$ cat config.mk
export PLATFORM = sky130hd
export DESIGN_NAME = period_meter_flat
export DESIGN_NICKNAME = d
export VERILOG_FILES = /design/src/rtl/period_meter_pkg.sv /design/src/rtl/period_meter_if.sv /design/src/rtl/period_meter_sync_edge.sv /design/src/rtl/period_meter.sv /design/src/flat_wrapper.sv
export SDC_FILE = /design/constraint.sdc
export NUM_CORES = 1
export LEC_CHECK = 0
export ABC_AREA = 1
export CAP_MARGIN = 20
export CORE_MARGIN = 4
export CORE_UTILIZATION = 52
export DETAILED_ROUTE_END_ITERATION = 12
export GPL_TIMING_DRIVEN = 0
export PLACE_DENSITY_LB_ADDON = 0.3
export SLEW_MARGIN = 15
export SYNTH_ARGS = -nofsm -noshare
export SYNTH_HDL_FRONTEND = slang
export SYNTH_SLANG_ARGS = --single-unit
export TNS_END_PERCENT = 100
$ cat constraint.sdc
create_clock -name clk_in -period 1.5 [get_ports clk_in]
set_input_delay 0.3 -clock clk_in [delete_from_list [all_inputs] [get_ports clk_in]]
set_output_delay 0.3 -clock clk_in [all_outputs]
set_load 0.02 [all_outputs]
$ cat src/rtl/period_meter_pkg.sv
// Shared types and constants for the period meter slice.
// Counter width default, nominal divider period, FSM states.
package period_meter_pkg;

  localparam int DEF_CNT_W      = 18;
  localparam int NOMINAL_PERIOD = 200002;

  typedef enum logic {
    IDLE    = 1'b0,
    MEASURE = 1'b1
  } state_e;

endpackage

$ cat src/rtl/period_meter_if.sv
// Result handshake bundle: valid/ready plus the measured fields.
// master drives the result, slave consumes it.
interface period_meter_if
  import period_meter_pkg::*;
#(
  parameter int W = DEF_CNT_W
) ();

  logic         meas_valid;
  logic         meas_ready;
  logic [W-1:0] period;
  logic [W-1:0] high_time;

  modport master (
    output meas_valid,
    output period,
    output high_time,
    input  meas_ready
  );

  modport slave (
    input  meas_valid,
    input  period,
    input  high_time,
    output meas_ready
  );

endinterface

$ cat src/rtl/period_meter_sync_edge.sv
// Two-flop synchronizer plus edge register for slow async inputs.
// Outputs the synchronized level and one-cycle rise/fall strobes.
module sync_edge_detect (
  input  logic clk_in,
  input  logic reset,
  input  logic d,
  output logic level,
  output logic rise,
  output logic fall
);

  logic s1;
  logic s2;
  logic s3;

  always_ff @(posedge clk_in or negedge reset) begin
    if (!reset) begin
      s1 <= 1'b0;
      s2 <= 1'b0;
      s3 <= 1'b0;
    end else begin
      s1 <= d;
      s2 <= s1;
      s3 <= s2;
    end
  end

  assign level = s2;
  assign rise  = s2 & ~s3;
  assign fall  = ~s2 & s3;

endmodule

$ cat src/rtl/period_meter.sv
// Measures period and high time of an async square wave in clk_in
// cycles; flags stalled input (timeout) and dropped results (overrun).
module period_meter
  import period_meter_pkg::*;
#(
  parameter int CNT_W      = DEF_CNT_W,
  parameter int MAX_PERIOD = 250000
) (
  input  logic             clk_in,
  input  logic             reset,
  input  logic             sig_in,
  input  logic             clear_flags,
  period_meter_if.master   m,
  output logic             timeout,
  output logic             overrun
);

  localparam logic [CNT_W-1:0] MAXV = CNT_W'(MAX_PERIOD);
  localparam logic [CNT_W-1:0] ONE  = CNT_W'(1);

  logic level;
  logic rise;
  logic fall;

  sync_edge_detect u_sync (
    .clk_in (clk_in),
    .reset  (reset),
    .d      (sig_in),
    .level  (level),
    .rise   (rise),
    .fall   (fall)
  );

  state_e           state_q, state_d;
  logic [CNT_W-1:0] cnt_q, cnt_d;
  logic [CNT_W-1:0] hl_q, hl_d;
  logic             hf_q, hf_d;
  logic             res_v_q, res_v_d;
  logic [CNT_W-1:0] res_p_q, res_p_d;
  logic [CNT_W-1:0] res_h_q, res_h_d;
  logic             tmo_evt;

  always_comb begin
    state_d = state_q;
    cnt_d   = cnt_q;
    hl_d    = hl_q;
    hf_d    = hf_q;
    res_v_d = 1'b0;
    res_p_d = res_p_q;
    res_h_d = res_h_q;
    tmo_evt = 1'b0;
    unique case (state_q)
      IDLE: begin
        cnt_d = '0;
        hf_d  = 1'b0;
        if (rise) begin
          state_d = MEASURE;
          cnt_d   = ONE;
        end
      end
      MEASURE: begin
        cnt_d = (&cnt_q) ? cnt_q : cnt_q + ONE;
        if (rise) begin
          res_v_d = 1'b1;
          res_p_d = cnt_q;
          res_h_d = hf_q ? hl_q : cnt_q;
          cnt_d   = ONE;
          hf_d    = 1'b0;
        end else if (cnt_q >= MAXV) begin
          // next cycle would be MAX_PERIOD+1 with no rise
          tmo_evt = 1'b1;
          state_d = IDLE;
          cnt_d   = '0;
          hf_d    = 1'b0;
        end else if (fall && !hf_q) begin
          hl_d = cnt_q;
          hf_d = 1'b1;
        end
      end
      default: state_d = IDLE;
    endcase
  end

  always_ff @(posedge clk_in or negedge reset) begin
    if (!reset) begin
      state_q <= IDLE;
      cnt_q   <= '0;
      hl_q    <= '0;
      hf_q    <= 1'b0;
      res_v_q <= 1'b0;
      res_p_q <= '0;
      res_h_q <= '0;
    end else begin
      state_q <= state_d;
      cnt_q   <= cnt_d;
      hl_q    <= hl_d;
      hf_q    <= hf_d;
      res_v_q <= res_v_d;
      res_p_q <= res_p_d;
      res_h_q <= res_h_d;
    end
  end

  logic             vld_q;
  logic [CNT_W-1:0] per_q;
  logic [CNT_W-1:0] hi_q;
  logic             tmo_q;
  logic             ovr_q;
  logic             load;
  logic             drop;
  logic             vld_d;

  assign drop  = res_v_q & vld_q & ~m.meas_ready;
  assign load  = res_v_q & ~drop;
  assign vld_d = load | (vld_q & ~m.meas_ready);

  always_ff @(posedge clk_in or negedge reset) begin
    if (!reset) begin
      vld_q <= 1'b0;
      per_q <= '0;
      hi_q  <= '0;
      tmo_q <= 1'b0;
      ovr_q <= 1'b0;
    end else begin
      vld_q <= vld_d;
      if (load) begin
        per_q <= res_p_q;
        hi_q  <= res_h_q;
      end
      tmo_q <= tmo_evt | (tmo_q & ~clear_flags);
      ovr_q <= drop | (ovr_q & ~clear_flags);
    end
  end

  assign m.meas_valid = vld_q;
  assign m.period     = per_q;
  assign m.high_time  = hi_q;
  assign timeout      = tmo_q;
  assign overrun      = ovr_q;

endmodule

$ cat src/flat_wrapper.sv
// flat-port wrapper written by rule: the top's interface ports become plain ports
module period_meter_flat import period_meter_pkg::*;
#(
  parameter int CNT_W      = DEF_CNT_W,
  parameter int MAX_PERIOD = 250000
)
  (clk_in, reset, sig_in, clear_flags, timeout, overrun, m_meas_valid, m_period, m_high_time, m_meas_ready);
  period_meter_if #(.W(CNT_W)) m_i ();
  input  logic clk_in;
  input  logic reset;
  input  logic sig_in;
  input  logic clear_flags;
  output logic timeout;
  output logic overrun;
  output wire logic [$bits(m_i.meas_valid)-1:0] m_meas_valid;
  output wire logic [$bits(m_i.period)-1:0] m_period;
  output wire logic [$bits(m_i.high_time)-1:0] m_high_time;
  input wire logic [$bits(m_i.meas_ready)-1:0] m_meas_ready;
  assign m_meas_valid = m_i.meas_valid;
  assign m_period = m_i.period;
  assign m_high_time = m_i.high_time;
  assign m_i.meas_ready = m_meas_ready;
  period_meter #(.CNT_W(CNT_W), .MAX_PERIOD(MAX_PERIOD)) u_core (.clk_in(clk_in), .reset(reset), .sig_in(sig_in), .clear_flags(clear_flags), .m(m_i), .timeout(timeout), .overrun(overrun));
endmodule
==> results.yml <==
timing:
  finalCritPeriodShare: 0.998
  fin_skew_ns: 0.00805
  max_freq_mhz: 668
  drv_slew: 0
  setup_viol: 0
  slew-limit-headroom: 0.599
  hold_violations: 0
  period_needed_ns: 1.50
  rsz0062_at_grt: "yes"
  hold_slack_ns: 0.212
  tightestPinTransition_ns: 0.602
layout:
  fin_nets: 615
  instances_no_fill: 750
  fin_util: 0.689
  drive_gt1_frac: 0.295
  area_delta_synth_final_pct: 28.0
  antenna_cells: 0
  design_area_mm2: 0.00639
global_routing:
  grt_pass1_wl_um: 19800
  grt_pass1_vias: 3961
  grt_max_degree: 68
  met3_usage: 0.0516
  antenna_found_initial: 0
  grt_use_met1: 0.307
  grt.overflow.total: 0
  use_met2: 0.348
  top_usage_layer: "met2"
  track_usage: 0.228
critical_path:
  worstPathArrival_ns: 1.90
  r2r-start: "u_core.cnt_q[13]$_DFFE_PN0P_"
  crit_path_end_kind: "register"
  cp-start-kind: "register"
  crit_type: "reg -> reg"
  reg2reg_to: "u_core.hl_q[16]$_DFFE_PN0P_"
  r2r_slack_ns: 0.004
  crit_required_ns: 1.90
  cp-startpoint: "u_core.cnt_q[13]$_DFFE_PN0P_"
  worstPathMaxFanout: 10
  ff2ff_path_depth: 9
synthesis:
  synth_area_mm2: 0.00499
  yosys_warnings: 0
  synthesis.instances: 524
  ys_top_cells_by_count: "dfrtp_1 (117), nand2_1 (117), o21ai_0 (59), inv_1 (56), nor2_1 (27)"
  synth-seq-cells: 117
  avgSynthCellArea_um2: 9.53
  async_reset_ff_frac: 1.00
  synth_top_area_cell: "dfrtp_1"
  synth_fp_nets: 531
  netlist_top_cells_area: "dfrtp_1 (59%), nand2_1 (8.8%), o21ai_0 (5.9%), inv_1 (4.2%), mux2_2 (3.8%)"
  seq_area_frac_synth: 0.586
  synth_top_area_share: 0.586
  synth_edf_count: 0
  synthDistinctLibCells: 28
  synth_ff_type: "dfrtp_1"
detailed_routing:
  drt-total-wl_um: 12000
  drtPass1Iterations: 5
  routedWlPerCell_um: 16.0
  drt-initial-drc-count: 260
  drc: 0
  detail-route-antenna-nets: 0
  vias: 4003
  routed_via_density: 5.34
die:
  die_y_um: 106
  core_mm2: 0.00928
  placementRows: 35
  start_util: 0.538
  io_pins: 44
  die_x_um: 106
  dieArea_mm2: 0.0112
clocking:
  cts_buffers: 17
  cts_buffer_depth: 2
  cts.sinks: 117
  root_buffer: "clkbuf_8"
  htree_num_levels: 4
  cts_tree: "done"
  clk_pin_slew_worst_paths_ns: 0.06
  clk_latency_ns: 0.52
placed_design:
  dp_cells: 697
  postPlaceCellArea_mm2: 0.00561
  dp_hpwl_um: 8070
  gp_congestion: 0.915
  numPortBuffers: 43
power_and_ir_drop:
  p_sw_uw: 2660
  p_clk_frac: 0.438
  power_density_mw_per_mm2: 1480
  p_seq_frac: 0.407
  internal_power_uw: 6790
  max-vdd-ir-drop_mv: 0.784
  power_switching_share: 0.281
  power_frac_comb: 0.156
  power.leakage_uw: 0.00314
min_path:
  hold_depth: 1
  hold_path_end: "u_core.u_sync.s1$_DFF_PN0_"
  hp-class: "in -> reg"
  hold_path.startpoint: "sig_in"
job:
  maxCapViolCount: 0
outcome:
  status: "finished, final reports clean"
==> layer usage <==
layer	wire length [µm]	share of wire
met1	5180	0.43
met2	5720	0.48
met3	742	0.062
met4	374	0.031
met5	0	0
==> worst max-delay path, stage by stage, from the launching register on <==
cell	delay [ns]
dfrtp_1	0.45
inv_2	0.11
nand2_1	0.05
nor2_1	0.11
nand2_2	0.09
nand2_4	0.12
nand3_4	0.14
buf_6	0.19
nand2_1	0.08
o21ai_2	0.05
==> cell families (layout without fill, tap and decap cells) <==
kind of cell,count (synthesis),after routing,share of synthesized area
compound gates,98,98,0.117
xor+xnor,1,1,0.00175
fa+ha+maj,2,2,0.00501
buf+inv,82,179,0.0682
flops,117,117,0.586
mux,17,17,0.0383
simple gates,207,207,0.184
==> flip-flops by register name, indices dropped and copies added, names as in the netlist, 18 cells and up <==
signal / cells
u_core.cnt_q: 18
u_core.hl_q: 18
u_core.m.high_time: 18
u_core.m.period: 18
u_core.res_h_q: 18
u_core.res_p_q: 18
==> how the worst max path moves through the flow <==
stage                                            endpoint  slack (ns)
final                         u_core.hl_q[16]$_DFFE_PN0P_       0.004
after detailed placement   u_core.m.period[8]$_DFFE_PN0P_       -0.48
after CTS                                  m_high_time[2]     0.00004
after floorplan           u_core.m.period[10]$_DFFE_PN0P_        0.02
after global routing          u_core.hl_q[16]$_DFFE_PN0P_       -0.07
after global placement       u_core.cnt_q[10]$_DFFE_PN0P_       -4.17
==> cells in the final DEF, fill, tap and decap left out, drive strengths merged <==
| cell type | instances |
|---|---|
| nand2 | 130 |
| dfrtp | 117 |
| o21ai | 77 |
| inv | 64 |
| clkbuf | 53 |
| buf | 33 |
| nor2 | 30 |
| nand3 | 25 |
| o211ai | 18 |
| mux2 | 17 |
| clkdlybuf4s15 | 15 |
| nor3 | 11 |
| nand4 | 9 |
| clkinv | 4 |
| clkinvlp | 3 |
| bufinv | 3 |
| clkdlybuf4s50 | 3 |
| a21oi | 2 |
| ha | 2 |
| o22ai | 1 |
| nand3b | 1 |
| xor2 | 1 |
| or2 | 1 |
| dlygate4sd3 | 1 |
==> area by class of cell <==
class                           instances  area (µm²)
Buffer                                 21         141
Clock inverter                         13         173
Tap cell                              129         161
Inverter                               61         229
Multi-Input combinational cell        325        1790
Fill cell                             715        2890
Timing Repair Buffer                   65         520
Clock buffer                           19         442
Sequential cell                       117        2930
==> power by group through the flow <==
stage | combinational, µW | clock [µW] | sequential [µW]
2_1_floorplan | 613 | 0 | 4030
3_3_place_gp | 1400 | 0 | 3850
3_5_place_dp | 1450 | 0 | 3880
4_1_cts | 1460 | 4180 | 3820
5_1_grt | 1640 | 4330 | 3880
6_report | 1470 | 4130 | 3840
==> repair_timing <==
action                     in CTS  in global routing
gates resized for setup       110                 57
pin swaps                       0                  5
cloned                          0                  0
hold endpoints to repair       50                  0
setup buffers                  10                 10
setup endpoints to repair     108                 97
hold buffers                    1                  0
==> metrics by stage <==
| stage | worst slack [ns] | power, µW | setup TNS (ns) |
|---|---|---|---|
| 2_1_floorplan | 0.0230 | 4640 | 0 |
| 3_3_place_gp | -4.17 | 5260 | -501.97 |
| 3_5_place_dp | -0.481 | 5320 | -17.39 |
| 4_1_cts | 0.0000362 | 9460 | 0 |
| 5_1_grt | -0.0679 | 9850 | -0.994 |
| 6_report | 0.00359 | 9450 | 0 |
Note: power is estimated with default switching activity, not from simulation.
